File: src/rtl/mpmc11_rd_fifo_arb.sv
// mpmc11 read-command FIFO pop generator.
// Round-robin arbiter over NCH per-channel command FIFOs. It issues at most
// one registered one-hot pop per arbitration window, spaces pops by HOLD+1
// cycles, caps in-flight requests at MAX_OUT, and delays a data-valid strobe
// by the FIFO read latency.

package mpmc11_pkg;
  // Controller state as seen by the read-side arbiter; pops only in IDLE.
  typedef enum logic [2:0] {
    IDLE      = 3'd0,
    ACTIVATE  = 3'd1,
    READ      = 3'd2,
    WRITE     = 3'd3,
    PRECHARGE = 3'd4,
    REFRESH   = 3'd5
  } mpmc11_state_t;
endpackage

module mpmc11_rd_fifo_arb
  import mpmc11_pkg::*;
#(
  parameter int NCH     = 8,
  parameter int MAX_OUT = 4,
  parameter int RD_LAT  = 1,
  parameter int HOLD    = 1
) (
  input  logic                         clk,
  input  logic                         rst_n,
  input  mpmc11_state_t                state,
  input  logic [NCH-1:0]               empty,
  input  logic [NCH-1:0]               rd_rst_busy,
  input  logic [NCH-1:0]               en,
  input  logic                         calib_complete,
  input  logic                         done,
  output logic [NCH-1:0]               rd,
  output logic [$clog2(NCH)-1:0]       rd_ch,
  output logic                         rd_valid,
  output logic [$clog2(NCH)-1:0]       rd_valid_ch,
  output logic [$clog2(MAX_OUT+1)-1:0] outstanding,
  output logic                         busy
);

  localparam int CW = $clog2(NCH);
  localparam int OW = $clog2(MAX_OUT+1);
  localparam int HW = 3;

  localparam logic [1:0] S_CAL  = 2'd0;
  localparam logic [1:0] S_ARB  = 2'd1;
  localparam logic [1:0] S_HOLD = 2'd2;

  localparam logic [NCH-1:0] ONEHOT_LSB = NCH'(1);

  logic [1:0]     r_fsm;
  logic [CW-1:0]  r_ptr;
  logic [HW-1:0]  r_hcnt;
  logic [NCH-1:0] r_rd;
  logic [CW-1:0]  r_rd_ch;
  logic [OW-1:0]  r_out;
  logic           r_vpipe [RD_LAT];
  logic [CW-1:0]  r_cpipe [RD_LAT];

  logic [NCH-1:0] w_elig;
  logic           w_gate;
  logic           w_any;
  logic [CW-1:0]  w_gnt;
  logic [CW-1:0]  w_ptr_nxt;
  logic           w_inc;
  logic           w_dec;

  assign w_elig = en & ~empty & ~rd_rst_busy;
  assign w_gate = calib_complete && (state == IDLE) && (r_out < OW'(MAX_OUT));

  // Round-robin search: first eligible channel at or above r_ptr, wrapping
  // explicitly so non-power-of-2 NCH works.
  always_comb begin
    // NOTE: every output of a combinational block gets a default first so no
    // path leaves it unassigned and a latch is never inferred.
    w_any = 1'b0;
    w_gnt = '0;
    for (int k = 0; k < NCH; k++) begin
      int idx;
      idx = int'(r_ptr) + k;
      if (idx >= NCH) idx = idx - NCH;
      if (!w_any && w_elig[idx]) begin
        w_any = 1'b1;
        w_gnt = CW'(idx);
      end
    end
  end

  assign w_ptr_nxt = (w_gnt == CW'(NCH-1)) ? '0 : w_gnt + CW'(1);

  // Arbitration FSM: CAL -> ARB -> (pop) HOLD x HOLD cycles -> ARB.
  always_ff @(posedge clk or negedge rst_n) begin
    if (!rst_n) begin
      r_fsm   <= S_CAL;
      r_ptr   <= '0;
      r_hcnt  <= '0;
      r_rd    <= '0;
      r_rd_ch <= '0;
    end else begin
      // NOTE: sequential state uses non-blocking assignments so every register
      // samples pre-edge values; the default below makes rd a one-cycle pulse.
      r_rd <= '0;
      if (!calib_complete) begin
        r_fsm <= S_CAL;
      end else begin
        case (r_fsm)
          S_CAL: r_fsm <= S_ARB;
          S_ARB: begin
            if (w_gate && w_any) begin
              r_rd    <= ONEHOT_LSB << w_gnt;
              r_rd_ch <= w_gnt;
              r_ptr   <= w_ptr_nxt;
              r_hcnt  <= HW'(HOLD);
              r_fsm   <= S_HOLD;
            end
          end
          S_HOLD: begin
            // The HOLD countdown is not gated by the controller state.
            r_hcnt <= (r_hcnt != '0) ? r_hcnt - HW'(1) : '0;
            if (r_hcnt <= HW'(1)) r_fsm <= S_ARB;
          end
          default: r_fsm <= S_CAL;
        endcase
      end
    end
  end

  assign w_inc = |r_rd;
  assign w_dec = done && (r_out != '0);

  // In-flight counter: pop increments, done decrements, both cancel; the
  // arbiter gate keeps it from ever exceeding MAX_OUT.
  always_ff @(posedge clk or negedge rst_n) begin
    if (!rst_n) begin
      r_out <= '0;
    end else if (w_inc && !done) begin
      r_out <= r_out + OW'(1);
    end else if (!w_inc && w_dec) begin
      r_out <= r_out - OW'(1);
    end
  end

  // Data-valid pipe aligned to the FIFO read latency.
  always_ff @(posedge clk or negedge rst_n) begin
    if (!rst_n) begin
      // NOTE: this small array is reset on purpose: a reset must discard any
      // pending valid strobes, unlike a data RAM whose contents are don't-care.
      for (int i = 0; i < RD_LAT; i++) begin
        r_vpipe[i] <= 1'b0;
        r_cpipe[i] <= '0;
      end
    end else begin
      r_vpipe[0] <= |r_rd;
      r_cpipe[0] <= r_rd_ch;
      for (int i = 1; i < RD_LAT; i++) begin
        r_vpipe[i] <= r_vpipe[i-1];
        r_cpipe[i] <= r_cpipe[i-1];
      end
    end
  end

  assign rd          = r_rd;
  assign rd_ch       = r_rd_ch;
  assign rd_valid    = r_vpipe[RD_LAT-1];
  assign rd_valid_ch = r_cpipe[RD_LAT-1];
  assign outstanding = r_out;
  assign busy        = (r_out != '0);

endmodule

File: config.mk
export PLATFORM = sky130hd
export DESIGN_NAME = mpmc11_rd_fifo_arb
export DESIGN_NICKNAME = d
export VERILOG_FILES = /design/src/rtl/mpmc11_rd_fifo_arb.sv
export SDC_FILE = /design/constraint.sdc
export NUM_CORES = 1
export LEC_CHECK = 0
export ABC_CLOCK_PERIOD_IN_PS = 4500
export CORE_UTILIZATION = 35
export DETAILED_ROUTE_END_ITERATION = 6
export SLEW_MARGIN = 20
export SYNTH_ARGS = -nofsm -noshare
export SYNTH_HDL_FRONTEND = slang
export SYNTH_SLANG_ARGS = --single-unit
export TNS_END_PERCENT = 1
File: constraint.sdc
create_clock -name clk -period 4.5 [get_ports clk]
set_clock_uncertainty 0.15 [all_clocks]
set_input_delay 1.125 -clock clk [delete_from_list [all_inputs] [get_ports clk]]
set_output_delay 1.125 -clock clk [all_outputs]
set_load 0.1 [all_outputs]
=== Yosys cells after proc, flatten, opt, wreduce, memory -nomap -nowiden ===
Cells that the tools add are included.

* Register bits: 26
* Word-level logic and storage cells: 149
* Output and inout port bits: 19

* Equality and inequality tests: 6
* Reductions and logical operators: 32
* Multiplexer cells: 61
* Add/sub/neg operators: 19
* Order comparisons: 18
* Shifts and indexed selects: 1
* Bitwise operators: 4

{| class="wikitable"
|+ Operator list
! kind !! number
|-
| 32-bit by 5-bit < comparator with 1-bit output, second input constant || 8
|-
| 32-bit two-way mux || 8
|-
| 3-bit two-way mux || 13
|-
| 4-bit by 4-bit subtractor with 5-bit output, second input constant || 7
|-
| 4-bit >= comparator, second input constant || 7
|-
| 1-bit binary-select mux with 3-bit select || 8
|-
| 1-bit two-way mux || 24
|-
| 8-bit two-way mux || 3
|-
| 3-bit by 3-bit adder with 4-bit output, second input constant || 4
|-
| 8-bit AND || 2
|-
| 8-bit NOT || 2
|-
| 1-bit logical AND || 13
|-
| 1-bit logical NOT || 9
|-
| 3-bit by 2-bit adder with 4-bit output, second input constant || 2
|-
| 8-bit OR reduction || 1
|-
| 1-bit by 3-bit left shift with 8-bit output, first input constant || 1
|-
| 3-bit by 1-bit adder with 3-bit output, second input constant || 2
|-
| 2-bit two-way mux || 3
|-
| 3-bit inequality test, second input constant || 2
|-
| 2-bit one-hot mux with 3 select lines || 1
|-
| 3-bit one-hot mux with 2 select lines || 1
|-
| 3-bit AND reduction || 2
|-
| 3-bit nonzero test || 2
|-
| 3-bit by 1-bit subtractor with 3-bit output, second input constant || 2
|-
| 13 further kinds || 14
|}

=== Longest topological paths before layout ===
Gate-level depths: netlist (run 1).

* Word-level depth: 32
* Mapped depth: 13
* Mapped depth without buffers: 12

=== Worst setup path before layout (run 1) ===
OpenSTA, ideal clock, no wires.

* Kind: input to register
* Start point: input port empty[2]
* End point: register r_ptr[2]
* Data arrival time: 3.794 ns
* Stages on the path: 10
* Slack: 0.479 ns
* Setup time: 0.076 ns
* Buffers on the path: 0
* Required time: 4.274 ns
* Cells stage by stage: or4b_4 and4_4 or4_4 or4_1 o2bb2ai_1 a32oi_1 or2_1 ha_1 ha_1 o21ai_1

* Longest elaborated chain between the ends: 30
* Elaborated cells on any way between the ends: 62

{| class="wikitable"
|+ Ends and longest elaborated chain
! item !! RTL line !! source
|-
| from (decl) || 30 || <nowiki>input logic [NCH-1:0] empty,</nowiki>
|-
| 8-bit NOT * || 70 || <nowiki>assign w_elig = en & ~empty & ~rd_rst_busy;</nowiki>
|-
| 8-bit AND * (2 in a row) || 70 ||
|-
| 1-bit binary-select mux with 3-bit select || 84 || <nowiki>if (!w_any && w_elig[idx]) begin</nowiki>
|-
| 1-bit two-way mux (implied by the code) (2 in a row) || 84 ||
|-
| 1-bit two-way mux || 84 ||
|-
| 1-bit logical NOT || 84 ||
|-
| 1-bit logical AND || 84 ||
|-
| 1-bit two-way mux || 84 ||
|-
| [13 not listed] || - ||
|-
| 1-bit logical AND || 84 ||
|-
| 1-bit two-way mux || 84 ||
|-
| 1-bit logical NOT || 84 ||
|-
| 1-bit logical AND || 84 ||
|-
| 3-bit two-way mux * || 84 ||
|-
| via w_gnt[1] || 65 || <nowiki>logic [CW-1:0] w_gnt;</nowiki>
|-
| 3-bit by 1-bit adder with 3-bit output or 3-bit == test (tied branches) || 91 || <nowiki>assign w_ptr_nxt = (w_gnt == CW'(NCH-1)) ? '0 : w_gnt + CW'(1);</nowiki>
|-
| 3-bit two-way mux * || 91 ||
|-
| to (signal assigned) || 114 || <nowiki>r_ptr <= w_ptr_nxt;</nowiki>
|-
| to (decl) || 54 || <nowiki>logic [CW-1:0] r_ptr;</nowiki>
|}

Mark *: on every way through the listed nets, which the timed path passes. The rest lies on a longest branch. The select of a mux whose other input is x is not followed.
A chain may end at the register's enable or synchronous reset.

=== Worst setup path after layout (run 1) ===
Same ends and word-level chain as after synthesis.

==> flow_summary_export.csv, run 1 <==
group,metric,value,unit
outcome,status,"finished clean",
floorplanning,initial_core_util,0.371,
timing,fmax,0.234,GHz
floorplanning,die_h,85.0,µm
timing,worst_pin_slew,0.968,ns
drt,first_pass_iters,4,
cts,cts_setup_buffers,0,
worst_hold_path,hold_path_class,"reg2reg",
drt,remaining_drc_errors,0,
pwr,switching_share,0.519,
worst_hold_path,holdCritStartpoint,"rd_ch[2]",
timing,min_period,4.27,ns
final_layout,area_growth,33.0,%
cts,cts_hold_buf,0,
worst_hold_path,holdPathEnd,"rd_valid_ch[2]",
critical_path,rrSetupSlack,0.61,ns
logic_synthesis,async_flop_share,1.00,
drt,via_per_inst,5.68,
logic_synthesis,synth_area,2410,µm²
critical_path,path_max_fanout,3,
critical_path,worst_path_largest_cell_delay,0.53,ns
drt,drtAntennaViolNets,0,
floorplanning,die_area,7230,µm²
critical_path,r2r_end,"r_ptr[0]",
place,hpwlAfterDp,4.67,mm
logic_synthesis,syn_avg_cell_area,9.93,µm²
final_layout,final-seq-area,651,µm²
final_layout,antenna_cells,0,
pwr,p_switching,0.00132,W
final_layout,nets,354,
cts,cts_buffers,3,
cts,cts_root_buf,"clkbuf_8",
timing,final.period_utilization,0.948,
critical_path,cp.arrival,4.32,ns
pwr,irDropWorstVdd,0.260,mV
timing,fin_setup_tns,0,ns
worst_hold_path,hold_depth,0,
logic_synthesis,synth_cells,243,
global_routing,globalRouteOverflowTotal,0,
pwr,seqPwrFrac,0.149,
pwr,total_power,0.00253,W
logic_synthesis,synthFlopType,"dfrtp_1",
cts,cts_buffer_depth,2,
logic_synthesis,synth_cell_types,72,
floorplanning,num_rows,29,
final_layout,multi_input_area,1640,µm²
critical_path,cpMostUsedCell,"ha_1",
pwr,p_comb_frac,0.775,
drt,routed_wl,5.76,mm
global_routing,grt_pass1_wl,9.67,mm
cts,post_cts_resized,0,
timing,hold_violations,0,
cts,tritoncts,"done",
global_routing,grt_max_degree,27,
critical_path,crit_required,4.55,ns
critical_path,critPathKind,"in2reg",
final_layout,drive_gt1_frac,0.186,
timing,setup_viol,0,
critical_path,r2r_cells,12,
place,portBuffers,49,
logic_synthesis,synth-edff-count,0,
job,max_cap_violations,0,
place,place_congestion,0.843,
critical_path,path_buf_inv,1,
drt,wl_per_cell,14.8,µm
timing,slew_viol_final,0,
global_routing,grt_usage,0.165,
logic_synthesis,yosys_warnings,0,
logic_synthesis,ys_ff_latch,26,
pwr,power_frac_clock,0.075,
timing,slew_headroom,0.353,
cts,clock-sinks,26,
cts,htree_levels,1,
critical_path,crit_slowest_cell,"or4b_4",
critical_path,end_kind,"flip-flop",
logic_synthesis,ys_seq_area_frac,0.270,
logic_synthesis,synthesis.nets,285,
critical_path,cpLargestDelayFamily,"simple AND/OR/NAND/NOR gates",
timing,grt_setup_unrepaired,"false",
critical_path,path_cells,"clkdlybuf4s50_1 -> or4b_4 -> and4_4 -> or4_4 -> or4_1 -> o2bb2ai_1 -> a32oi_1 -> or2_1 -> ha_1 -> ha_1 -> o21ai_1",
floorplanning,die_width,85.0,µm
critical_path,critPathLaunchType,"input pin",
final_layout,fillers,588,
global_routing,antenna_found_initial,0,
cts,clk-insertion-delay-late,0.27,ns
pwr,p_leak,1.38,nW
cts,path_clk_slew,0.09,ns
pwr,power_density,790,nW/µm²
global_routing,grt_pass1_vias,2067,
drt,initialDrtViolationCount,67,
pwr,internal_power,0.00122,W
floorplanning,core,6490,µm²
floorplanning,ios,50,
critical_path,crit_path_start,"empty[2]",
drt,num_vias,2204,
critical_path,timing.rr.start,"r_ptr[1]",
## power groups by stage
stage               Clock, W  Sequential (W)  Combinational, W
global placement           0        0.000384           0.00196
finish              0.000191        0.000378           0.00196
floorplan                  0        0.000633           0.00120
global route        0.000210        0.000393           0.00213
detailed placement         0        0.000380           0.00196
CTS                 0.000197        0.000378           0.00197
## registers in the layout, indices dropped and copies added (netlist names)
register,cells
rd_valid,1
rd_ch,3
outstanding,3
r_hcnt,3
r_fsm,2
r_ptr,3
rd_valid_ch,3
rd,8
## worst max-delay path by stage
stage,endpoint,cells after the start
2_1_floorplan,r_ptr[2],10
3_3_place_gp,r_ptr[2],10
3_5_place_dp,r_ptr[2],11
4_1_cts,r_ptr[2],11
5_1_grt,r_ptr[2],10
6_report,r_ptr[2],11
## cells in the mapped netlist (all sizes together), types with 3 or more instances
cell type   n  share of area
a21o        3         0.0093
a21oi       9          0.019
a221oi      3          0.016
and2        6          0.016
and3        6          0.016
buf         5          0.014
clkbuf      6         0.0093
dfrtp      26           0.27
ha         10          0.052
inv        17          0.026
mux2        5          0.025
mux2i      11          0.046
mux4       12           0.11
nand2      17          0.026
nand2b      3         0.0078
nor2        9          0.014
nor2b       3         0.0078
nor3        3         0.0062
nor3b       8          0.029
nor4        5          0.019
nor4b       4          0.020
o21ai      14          0.029
o31ai       4          0.015
or2         4          0.010
xor2        4          0.015
## layer usage
layer | track usage | vias to the layer above | wire (µm)
met5 | 0 | - | 0
met4 | 0.0478 | 0 | 82
met3 | 0.0146 | 9 | 239
met2 | 0.300 | 73 | 2880
met1 | 0.208 | 1049 | 2560
li1 | - | 1073 | -
## logic make-up (layout without fill, tap and decap cells)
group | count (synthesis) | in the layout | synth area share
AOI/OAI and AO/OA | 61 | 61 | 0.188
xor gates and xnor gates | 6 | 6 | 0.0218
adders and majority gates | 11 | 11 | 0.0602
buffers and inverters | 28 | 96 | 0.0498
DFF | 26 | 26 | 0.270
muxes | 28 | 28 | 0.183
and+or+nand+nor | 83 | 83 | 0.228
## area by class of cell
class / count / share of cell area
Multi-Input combinational cell: 189 / 0.511
Timing Repair Buffer: 75 / 0.214
Sequential cell: 26 / 0.203
Tap cell: 77 / 0.0300
Inverter: 17 / 0.0199
Clock buffer: 3 / 0.0129
Clock inverter: 1 / 0.00936
## cell usage in the layout (no fill, tap or decap), types with 9 or more instances in the layout
| master | synthesis | layout |
|---|---|---|
| clkdlybuf4s50_1 | 0 | 49 |
| dfrtp_1 | 26 | 26 |
| buf_4 | 1 | 26 |
| inv_1 | 17 | 17 |
| nand2_1 | 17 | 17 |
| mux4_2 | 12 | 12 |
| mux2i_1 | 11 | 11 |
| o21ai_0 | 10 | 10 |
| ha_1 | 10 | 10 |
| a21oi_1 | 9 | 9 |
| nor2_1 | 9 | 9 |
## stage by stage
step,instances,hold slack (ns),setup slack (ns),area [µm²],util
after global placement,384,0.244,0.0134,3140,0.483
after global routing,388,0.277,0.0857,3210,0.494
final,388,0.252,0.235,3210,0.494
after CTS,388,0.261,0.232,3210,0.494
after floorplan,243,0.378,0.479,2410,-
after detailed placement,384,0.241,-0.0663,3140,0.483
## worst register-to-register path: stages (launching register included)
cell,delay [ns]
dfrtp_1,0.52
inv_1,0.26
ha_1,0.46
inv_1,0.18
o32a_1,0.44
o311ai_0,0.13
a32o_1,0.41
and2_1,0.22
a32oi_1,0.12
or2_1,0.26
ha_1,0.23
ha_1,0.21
o31ai_2,0.23
Note: power is estimated with default switching activity, not from simulation.
==> inputs of run 2 (changes only) <==
--- a/config.mk
+++ b/config.mk
@@ -7,6 +7,7 @@
 export LEC_CHECK = 0
 export ABC_CLOCK_PERIOD_IN_PS = 4500
 export CORE_UTILIZATION = 35
+export CTS_BUF_LIST = sky130_fd_sc_hd__clkbuf_8
 export DETAILED_ROUTE_END_ITERATION = 6
 export SLEW_MARGIN = 20
 export SYNTH_ARGS = -nofsm -noshare
==> results of run 2 <==
The final DEF is identical to that of run 1; final timing and power are the same.
==> inputs of run 3 (changes only) <==
--- a/config.mk
+++ b/config.mk
@@ -6,9 +6,10 @@
 export NUM_CORES = 1
 export LEC_CHECK = 0
 export ABC_CLOCK_PERIOD_IN_PS = 4500
-export CORE_UTILIZATION = 35
+export CORE_UTILIZATION = 53
 export CTS_BUF_LIST = sky130_fd_sc_hd__clkbuf_8
 export DETAILED_ROUTE_END_ITERATION = 6
+export PLACE_DENSITY = 0.82
 export SLEW_MARGIN = 20
 export SYNTH_ARGS = -nofsm -noshare
 export SYNTH_HDL_FRONTEND = slang
==> flow_summary_export.csv, run 3 (synthesis results as in run 1) <==
group,metric,value,unit
timing,slew_viol_final,0,
cts,clk-insertion-delay-late,0.27,ns
global_routing,grt_usage,0.258,
final_layout,largest_reg_flops,8,
worst_hold_path,holdCritStartpoint,"rd_ch[2]",
pwr,power_density,799,nW/µm²
timing,hold_violations,0,
cts,cts_root_buf,"clkbuf_8",
floorplanning,die_width,69.5,µm
final_layout,final_cells,356,
pwr,p_leak,1.34,nW
critical_path,cp.arrival,4.31,ns
cts,clock-sinks,26,
cts,cts_hold_buf,0,
final_layout,area_growth,28.4,%
critical_path,end_kind,"flip-flop",
place,place_congestion,0.905,
critical_path,critPathKind,"in2reg",
final_layout,fillers,352,
floorplanning,core,4350,µm²
final_layout,final_cell_mix,"clkdlybuf4s50_1, dfrtp_1, buf_4",
critical_path,cpMostUsedCell,"ha_1",
place,portBuffers,49,
global_routing,antenna_found_initial,0,
global_routing,grt_max_degree,27,
drt,wl_per_cell,16.5,µm
cts,post_cts_resized,0,
global_routing,grt_util_met1,0.311,
timing,slew_headroom,0.348,
place,hpwlAfterDp,4.73,mm
timing,setup_viol,0,
timing,fmax,0.234,GHz
critical_path,rrSetupSlack,0.55,ns
timing,hold_ws,0.247,ns
final_layout,nets,348,
critical_path,crit_required,4.54,ns
floorplanning,die_area,4830,µm²
timing,grt_setup_unrepaired,"false",
cts,cts_buffer_depth,2,
cts,cts_buffers,3,
critical_path,critPathLaunchType,"input pin",
floorplanning,initial_core_util,0.554,
cts,htree_levels,1,
timing,fin_setup_tns,0,ns
final_layout,drive_gt1_frac,0.171,
critical_path,crit_path_start,"en[2]",
drt,routed_wl,5.87,mm
critical_path,timing.rr.start,"r_ptr[1]",
drt,remaining_drc_errors,0,
critical_path,worst_path_largest_cell_delay,0.51,ns
global_routing,grt_pass1_wl,10.2,mm
global_routing,busiest_layer,"met2",
critical_path,r2r_cells,11,
critical_path,path_max_fanout,3,
critical_path,crit_slowest_cell,"or4_1",
drt,via_per_inst,6.18,
global_routing,met3_usage,0.0291,
timing,final.period_utilization,0.948,
outcome,status,"finished clean",
critical_path,path_cells,"clkdlybuf4s50_1 -> or4b_4 -> and4_4 -> or4_4 -> or4_1 -> o2bb2ai_1 -> a32oi_1 -> or2_1 -> ha_1 -> ha_1 -> o21ai_1",
cts,cts_setup_buffers,0,
global_routing,globalRouteOverflowTotal,0,
final_layout,final_common_cell,"clkdlybuf4s50_1",
floorplanning,ios,50,
cts,tritoncts,"done",
global_routing,met2_usage,0.468,
worst_hold_path,hold_depth,0,
final_layout,antenna_cells,0,
worst_hold_path,hold_path_class,"reg2reg",
drt,initialDrtViolationCount,140,
drt,first_pass_iters,4,
cts,path_clk_slew,0.08,ns
global_routing,grt_pass1_vias,2266,
timing,min_period,4.27,ns
job,max_cap_violations,0,
drt,drtAntennaViolNets,0,
drt,num_vias,2201,
floorplanning,die_h,69.5,µm
pwr,irDropWorstVdd,0.430,mV
timing,worst_pin_slew,0.975,ns
floorplanning,num_rows,24,
place,dp_cells,353,
run 3: cell count changes in the layout (fill, tap and decap cells not counted), sizes merged:
cell	change
buf	-5
bufinv	-1
clkdlybuf4s50	-1
run 3: power breakdown:
| part | leakage [nW] | internal [W] | switching [W] |
|---|---|---|---|
| clock network | 0.0216 | 0.0000599 | 0.0000659 |
| registers | 0.339 | 0.000300 | 0.000109 |
| logic | 0.981 | 0.000796 | 0.00115 |
| total | 1.34 | 0.00116 | 0.00132 |
run 3: critical path, delay by kind of cell:
family,cells,cell delay (ns)
and+or+nand+nor,5,1.82
buffers and inverters,1,0.48
AOI/OAI and AO/OA,3,0.46
adders and majority gates,2,0.43
run 3: worst paths after layout:
path / end
worst max-delay path: r_ptr[2]
worst min-delay path: rd_valid_ch[2]
worst max register to register: r_ptr[0]
worst min register to register: rd_valid_ch[2]
max in group asynchronous: rd_valid_ch[0]
min in group asynchronous: outstanding[0]
run 3: cell type report:
| class | count | area, µm² | area share |
|---|---|---|---|
| well taps | 52 | 65.1 | 0.0210 |
| repair buffers | 69 | 636 | 0.205 |
| inverters | 17 | 63.8 | 0.0206 |
| multi-input cells | 189 | 1640 | 0.530 |
| clock buffers | 3 | 41.3 | 0.0133 |
| flip-flops and latches | 26 | 651 | 0.210 |
run 3: routing by layer:
metal,up-vias,part of all wire
met1,1038,0.42
met4,0,0.015
met5,-,0
met2,96,0.52
li1,1059,-
met3,8,0.050
run 3: per-stage QoR:
| stage | utilization | setup WS, ns | cell area (µm²) | total power [W] |
|---|---|---|---|---|
| after floorplan | - | 0.479 | 2410 | 0.00184 |
| after global placement | 0.703 | 0.0300 | 3060 | 0.00229 |
| after detailed placement | 0.703 | -0.0562 | 3060 | 0.00233 |
| after CTS | 0.713 | 0.242 | 3100 | 0.00247 |
| after global routing | 0.711 | 0.0920 | 3100 | 0.00266 |
| final | 0.711 | 0.232 | 3100 | 0.00248 |
